### config.mk
export PLATFORM = sky130hd
export DESIGN_NAME = xdisp_scan
export DESIGN_NICKNAME = d
export VERILOG_FILES = /design/src/rtl/xdisp_scan.sv
export SDC_FILE = /design/constraint.sdc
export NUM_CORES = 1
export LEC_CHECK = 0
export BUFFER_PORTS_ARGS = -buffer_cell sky130_fd_sc_hd__buf_2
export CAP_MARGIN = 0
export CORE_MARGIN = 5
export CORE_UTILIZATION = 59
export CTS_CLUSTER_DIAMETER = 120
export DETAILED_ROUTE_END_ITERATION = 8
export GPL_TIMING_DRIVEN = 0
export PLACE_DENSITY = 0.86
export SLEW_MARGIN = 25
export SYNTH_ARGS = -nofsm -noshare
export SYNTH_HDL_FRONTEND = slang
export SYNTH_SLANG_ARGS = --single-unit
### constraint.sdc
create_clock -name clk -period 2.95 [get_ports clk]
set_input_delay 0.59 -clock clk [delete_from_list [all_inputs] [get_ports clk]]
set_output_delay 0.59 -clock clk [all_outputs]
set_load 0.03 [all_outputs]
### src/rtl/xdisp_scan.sv
// Multiplexed seven-segment scanner: frame-synchronous shadow->active update,
// per-digit decimal points, leading-zero suppression and per-slot blanking.

module xdisp_digit (
  input  logic [3:0] nib,
  output logic [6:0] seg,
  output logic       nz
);
  // Active-low {g,f,e,d,c,b,a}
  always_comb begin
    seg = 7'h7F;
    case (nib)
      4'h0: seg = 7'h40;
      4'h1: seg = 7'h79;
      4'h2: seg = 7'h24;
      4'h3: seg = 7'h30;
      4'h4: seg = 7'h19;
      4'h5: seg = 7'h12;
      4'h6: seg = 7'h02;
      4'h7: seg = 7'h78;
      4'h8: seg = 7'h00;
      4'h9: seg = 7'h10;
      4'hA: seg = 7'h08;
      4'hB: seg = 7'h03;
      4'hC: seg = 7'h46;
      4'hD: seg = 7'h21;
      4'hE: seg = 7'h06;
      4'hF: seg = 7'h0E;
      default: seg = 7'h7F;
    endcase
  end

  assign nz = |nib;
endmodule

module xdisp_scan #(
  parameter int N_DIGITS    = 4,
  parameter int REFRESH_DIV = 1024,
  parameter int BLANK_CYC   = 16
) (
  input  logic                  clk,
  input  logic                  rst_n,
  input  logic [4*N_DIGITS-1:0] data_in,
  input  logic [N_DIGITS-1:0]   dp_in,
  input  logic                  data_we,
  input  logic                  blank_in,
  input  logic                  lz_suppress,
  output logic [7:0]            Disp,
  output logic [N_DIGITS-1:0]   Disp_sel,
  output logic                  frame_tick
);
  localparam int P_W = (REFRESH_DIV > 1) ? $clog2(REFRESH_DIV) : 1;
  localparam int D_W = (N_DIGITS > 1) ? $clog2(N_DIGITS) : 1;
  localparam logic [P_W-1:0] P_MAX = P_W'(REFRESH_DIV - 1);
  localparam logic [P_W-1:0] P_BLK = P_W'(BLANK_CYC);
  localparam logic [D_W-1:0] D_MAX = D_W'(N_DIGITS - 1);

  typedef struct packed {
    logic [N_DIGITS-1:0]      dp;
    logic [N_DIGITS-1:0][3:0] nib;
  } frame_t;

  logic [P_W-1:0] p;
  logic [D_W-1:0] d;
  frame_t         shadow, active, wr_val;
  logic           pending;
  logic           frame_end;

  assign wr_val    = {dp_in, data_in};
  assign frame_end = (p == P_MAX) && (d == D_MAX);

  always_ff @(posedge clk or negedge rst_n) begin
    if (!rst_n) begin
      p <= '0;
      d <= '0;
    end else if (p == P_MAX) begin
      p <= '0;
      d <= (d == D_MAX) ? '0 : d + 1'b1;
    end else begin
      p <= p + 1'b1;
    end
  end

  // A write landing on the frame-end edge bypasses the shadow so it is not held a whole frame.
  always_ff @(posedge clk or negedge rst_n) begin
    if (!rst_n) begin
      shadow  <= '0;
      active  <= '0;
      pending <= 1'b0;
    end else if (data_we) begin
      shadow <= wr_val;
      if (frame_end) begin
        active  <= wr_val;
        pending <= 1'b0;
      end else begin
        pending <= 1'b1;
      end
    end else if (frame_end && pending) begin
      active  <= shadow;
      pending <= 1'b0;
    end
  end

  logic [N_DIGITS-1:0][6:0] seg_all;
  logic [N_DIGITS-1:0]      nz;

  genvar gi;
  generate
    for (gi = 0; gi < N_DIGITS; gi++) begin : g_dig
      xdisp_digit u_dig (
        .nib (active.nib[gi]),
        .seg (seg_all[gi]),
        .nz  (nz[gi])
      );
    end
  endgenerate

  // Index of the most significant nonzero nibble; 0 when all zero keeps digit 0 lit.
  logic [D_W-1:0] hi;
  always_comb begin
    hi = '0;
    for (int i = 0; i < N_DIGITS; i++)
      if (nz[i]) hi = D_W'(i);
  end

  logic                in_blank, lz_hide;
  logic [N_DIGITS-1:0] sel_nxt;
  logic [7:0]          disp_nxt;

  always_comb begin
    in_blank = (p < P_BLK);
    lz_hide  = lz_suppress && (d > hi);
    sel_nxt  = in_blank ? '1 : ~(N_DIGITS'(1) << d);
    disp_nxt = 8'hFF;
    if (!in_blank && !blank_in) begin
      if (lz_hide) disp_nxt = {~active.dp[d], 7'h7F};
      else         disp_nxt = {~active.dp[d], seg_all[d]};
    end
  end

  always_ff @(posedge clk or negedge rst_n) begin
    if (!rst_n) begin
      Disp       <= 8'hFF;
      Disp_sel   <= '1;
      frame_tick <= 1'b0;
    end else begin
      Disp       <= disp_nxt;
      Disp_sel   <= sel_nxt;
      frame_tick <= frame_end;
    end
  end
endmodule
==> results.cfg <==
[route]
first_iter_violations = 241
finalWirelength_mm = 7.84
routedWlPerCell_um = 16.4
drc = 0
vias = 2770
dr.pass1.iters = 4
ant_nets = 0
vias_per_cell = 5.81

[worst_setup_path]
path_cells = buf_2, buf_2, nor2_1, nand2_1, a21oi_1, or4b_2, ha_1, nand2_1, o211ai_1, nand3b_1, or4_1
critical-path-slowest-cell = or4b_2
critPathLaunchType = flop
required_ns = 3.22
endpoint_kind = flop
crit_buf_inv = 2
critPathKind = reg2reg
worstPathArrival_ns = 3.06
cp_top_family = simple AND/OR/NAND/NOR gates
cp_slowest_stage_delay_ns = 0.61
critPathMaxFanout = 10

[sta]
fin_crit_sh_pct = 94.7
fin_skew_ns = 0.0105
hold_viol = 0
slew_viol_final = 0
finalWorstSetupSlack_ns = 0.158
fmax_mhz = 358
rsz0062_at_grt = no
fin_tns_setup_ns = 0
tightestPinTransition_ns = 0.852
maxSlewHeadroom_pct = 42.7
final.min_clock_period_ns = 2.79
finalSetupViolCount = 0

[global_routing]
grt_start_max_net_pins = 67
antenna_found_initial = 0
grt.total_usage_pct = 20.0
overflow = 0
grt_pass1_wl_mm = 13.2
grt_pass1_vias = 2719

[synthesis]
postSynth.asyncResetShare_pct = 100
ys_dominant_reg_cell = dfrtp_1
yosysWarnings = 0
synth_area_um2 = 3790
synth-xor-area-share_pct = 1.62
ys_ff_latch = 66
synth_cell_types = 55
synth-edff-count = 0
syn_nets = 400
avgSynthCellArea_um2 = 11.0
synth_mux_area_share_pct = 16.3
synth_compound_area_share_pct = 11.7
synth-simple-area-share_pct = 12.8
ys_seq_area_share_pct = 44.0
synth_top_family_by_area = multiplexers
synthAdderAreaFrac_pct = 9.91
syn_inst = 345

[finish]
drive_gt1_share_pct = 29.5
register_area_um2 = 1670
fill_cells = 465
fin_nets = 450
antenna_cells = 0
multi_input_area_um2 = 1980
area_delta_synth_final_pct = 13.6
instances_no_fill = 477

[floorplanning]
fp-row-count = 29
die_x_um = 90.1
start_util_pct = 60.0
io_pins = 38
die_y_um = 90.1
coreArea_um2 = 6310
die_area_um2 = 8120

[run_status]
status = finished clean

[flow_run]
maxCapViolCount = 0

[power_and_ir_drop]
power.density_nw_per_um2 = 431
vdd_drop_max_mv = 0.291
leakage_nw = 1.95

[clock_network]
ctsRootBufferMaster = clkbuf_8
cts_tree = built
clock-sinks = 66
clk_latency_ns = 0.36
cts.clk_slew.worst_paths_ns = 0.07
htree_num_levels = 3
cts_buffers = 9
clock_path_buffers = 2

[placed_design]
dp_hpwl_mm = 5.55
gp_congestion = 0.874
post-place-ws_ns = 0.133
io_buffers = 37
dp.cells = 459

[min_path]
hold_class = in2async
-- layout by cell type, fill, tap and decap left out, drive strengths merged, types with 2 or more instances in the layout --
cell	n
o21bai	2
o211ai	3
o21ai	14
mux4	4
ha	30
nor2	24
o311ai	5
mux2	36
dfstp	12
dfrtp	54
mux2i	12
a21oi	9
nand3b	5
nand3	8
xor2	5
xnor2	2
nor3	2
nand4	2
o31ai	3
a31oi	2
nand2	26
inv	16
a21bo	2
nor4	2
and2	6
clkbuf	21
nor2b	6
o22ai	2
a221o	2
and3	3
a21o	2
a221oi	2
a211oi	10
and3b	2
buf	49
-- report_power, final --
part           leakage (nW)  switching, W  total (W)  internal (W)
Clock                 0.106      0.000351   0.000812      0.000461
Combinational          1.07     0.0000534  0.0000953     0.0000419
Sequential            0.773    0.00000779   0.000946      0.000938
Total                  1.95      0.000412    0.00185       0.00144
-- routing by layer --
layer | share of wire (%) | global-route usage, % | up-vias
met2 | 47 | 30.6 | 73
li1 | - | - | 1332
met3 | 5.7 | 5.43 | 15
met4 | 1.9 | 8.19 | 0
met5 | 0 | 0 | -
met1 | 46 | 26.8 | 1350
-- stage by stage --
stage	util, %	hold slack [ns]	power [W]	cell area [um^2]
6_report	68.2	0.318	0.00185	4300
3_3_place_gp	64.4	0.436	0.00105	4070
2_1_floorplan	-	0.294	0.00101	3790
5_1_grt	68.2	0.404	0.00191	4300
3_5_place_dp	64.5	0.451	0.00106	4070
4_1_cts	67.9	0.354	0.00187	4290
-- final timing paths --
| kind | start | to | slack (ns) | cells past startpoint |
|---|---|---|---|---|
| worst max-delay path | active[10] | Disp[0] | 0.16 | 11 |
| worst min-delay path | rst_n | p[9] | 0.32 | 1 |
| worst max register to register | active[10] | Disp[0] | 0.16 | 11 |
| worst min register to register | p[0] | p[0] | 0.46 | 1 |
| max in group asynchronous | rst_n | active[9] | 2.06 | 1 |
| min in group clk | p[0] | p[0] | 0.46 | 1 |
-- cells in the mapped netlist (3+ instances only) --
master	count	area share [%]
a211oi_1	10	2.0
a21oi_1	9	1.2
and2_1	5	0.83
and3_1	3	0.50
buf_1	4	0.40
buf_2	5	0.66
clkbuf_1	8	0.79
dfrtp_1	54	36
dfstp_2	12	8.3
ha_1	30	9.9
inv_1	15	1.5
mux2_1	4	1.2
mux2_2	32	9.5
mux2i_1	12	3.2
mux4_2	4	2.4
nand2_1	26	2.6
nand3_1	7	0.92
nand3b_1	5	0.99
nor2_1	24	2.4
nor2b_1	6	0.99
o211ai_1	3	0.59
o21ai_0	14	1.9
o311ai_0	5	1.2
o31ai_1	3	0.59
xor2_1	5	1.2
-- cells by family after synthesis --
| group | Yosys count |
|---|---|
| xor gates and xnor gates | 7 |
| adders and majority gates | 30 |
| AOI/OAI and AO/OA | 64 |
| DFF | 66 |
| muxes | 52 |
| and+or+nand+nor | 92 |
| buffers and inverters | 34 |
-- registers in the layout (all words and copies together), names as in the netlist --
| signal | cells |
|---|---|
| Disp | 8 |
| pending | 1 |
| Disp_sel | 4 |
| shadow | 20 |
| active | 20 |
| d | 2 |
| frame_tick | 1 |
| p | 10 |
-- area by class of cell --
cell class,instances,share of cell area [%]
inverter,16,1.40
clock buffer,13,3.92
timing repair buffer,39,4.71
buffer,18,1.89
tap,77,2.24
multi-input combinational,245,46.0
clock inverter,3,1.08
sequential,66,38.8
-- timing repair --
item                       4_1_cts  5_1_grt
setup endpoints to repair        0        1
resized for setup                0        2
hold buffers                     0        0
buffers inserted                 0        2
No activity file was read; power rests on OpenSTA's default activity.
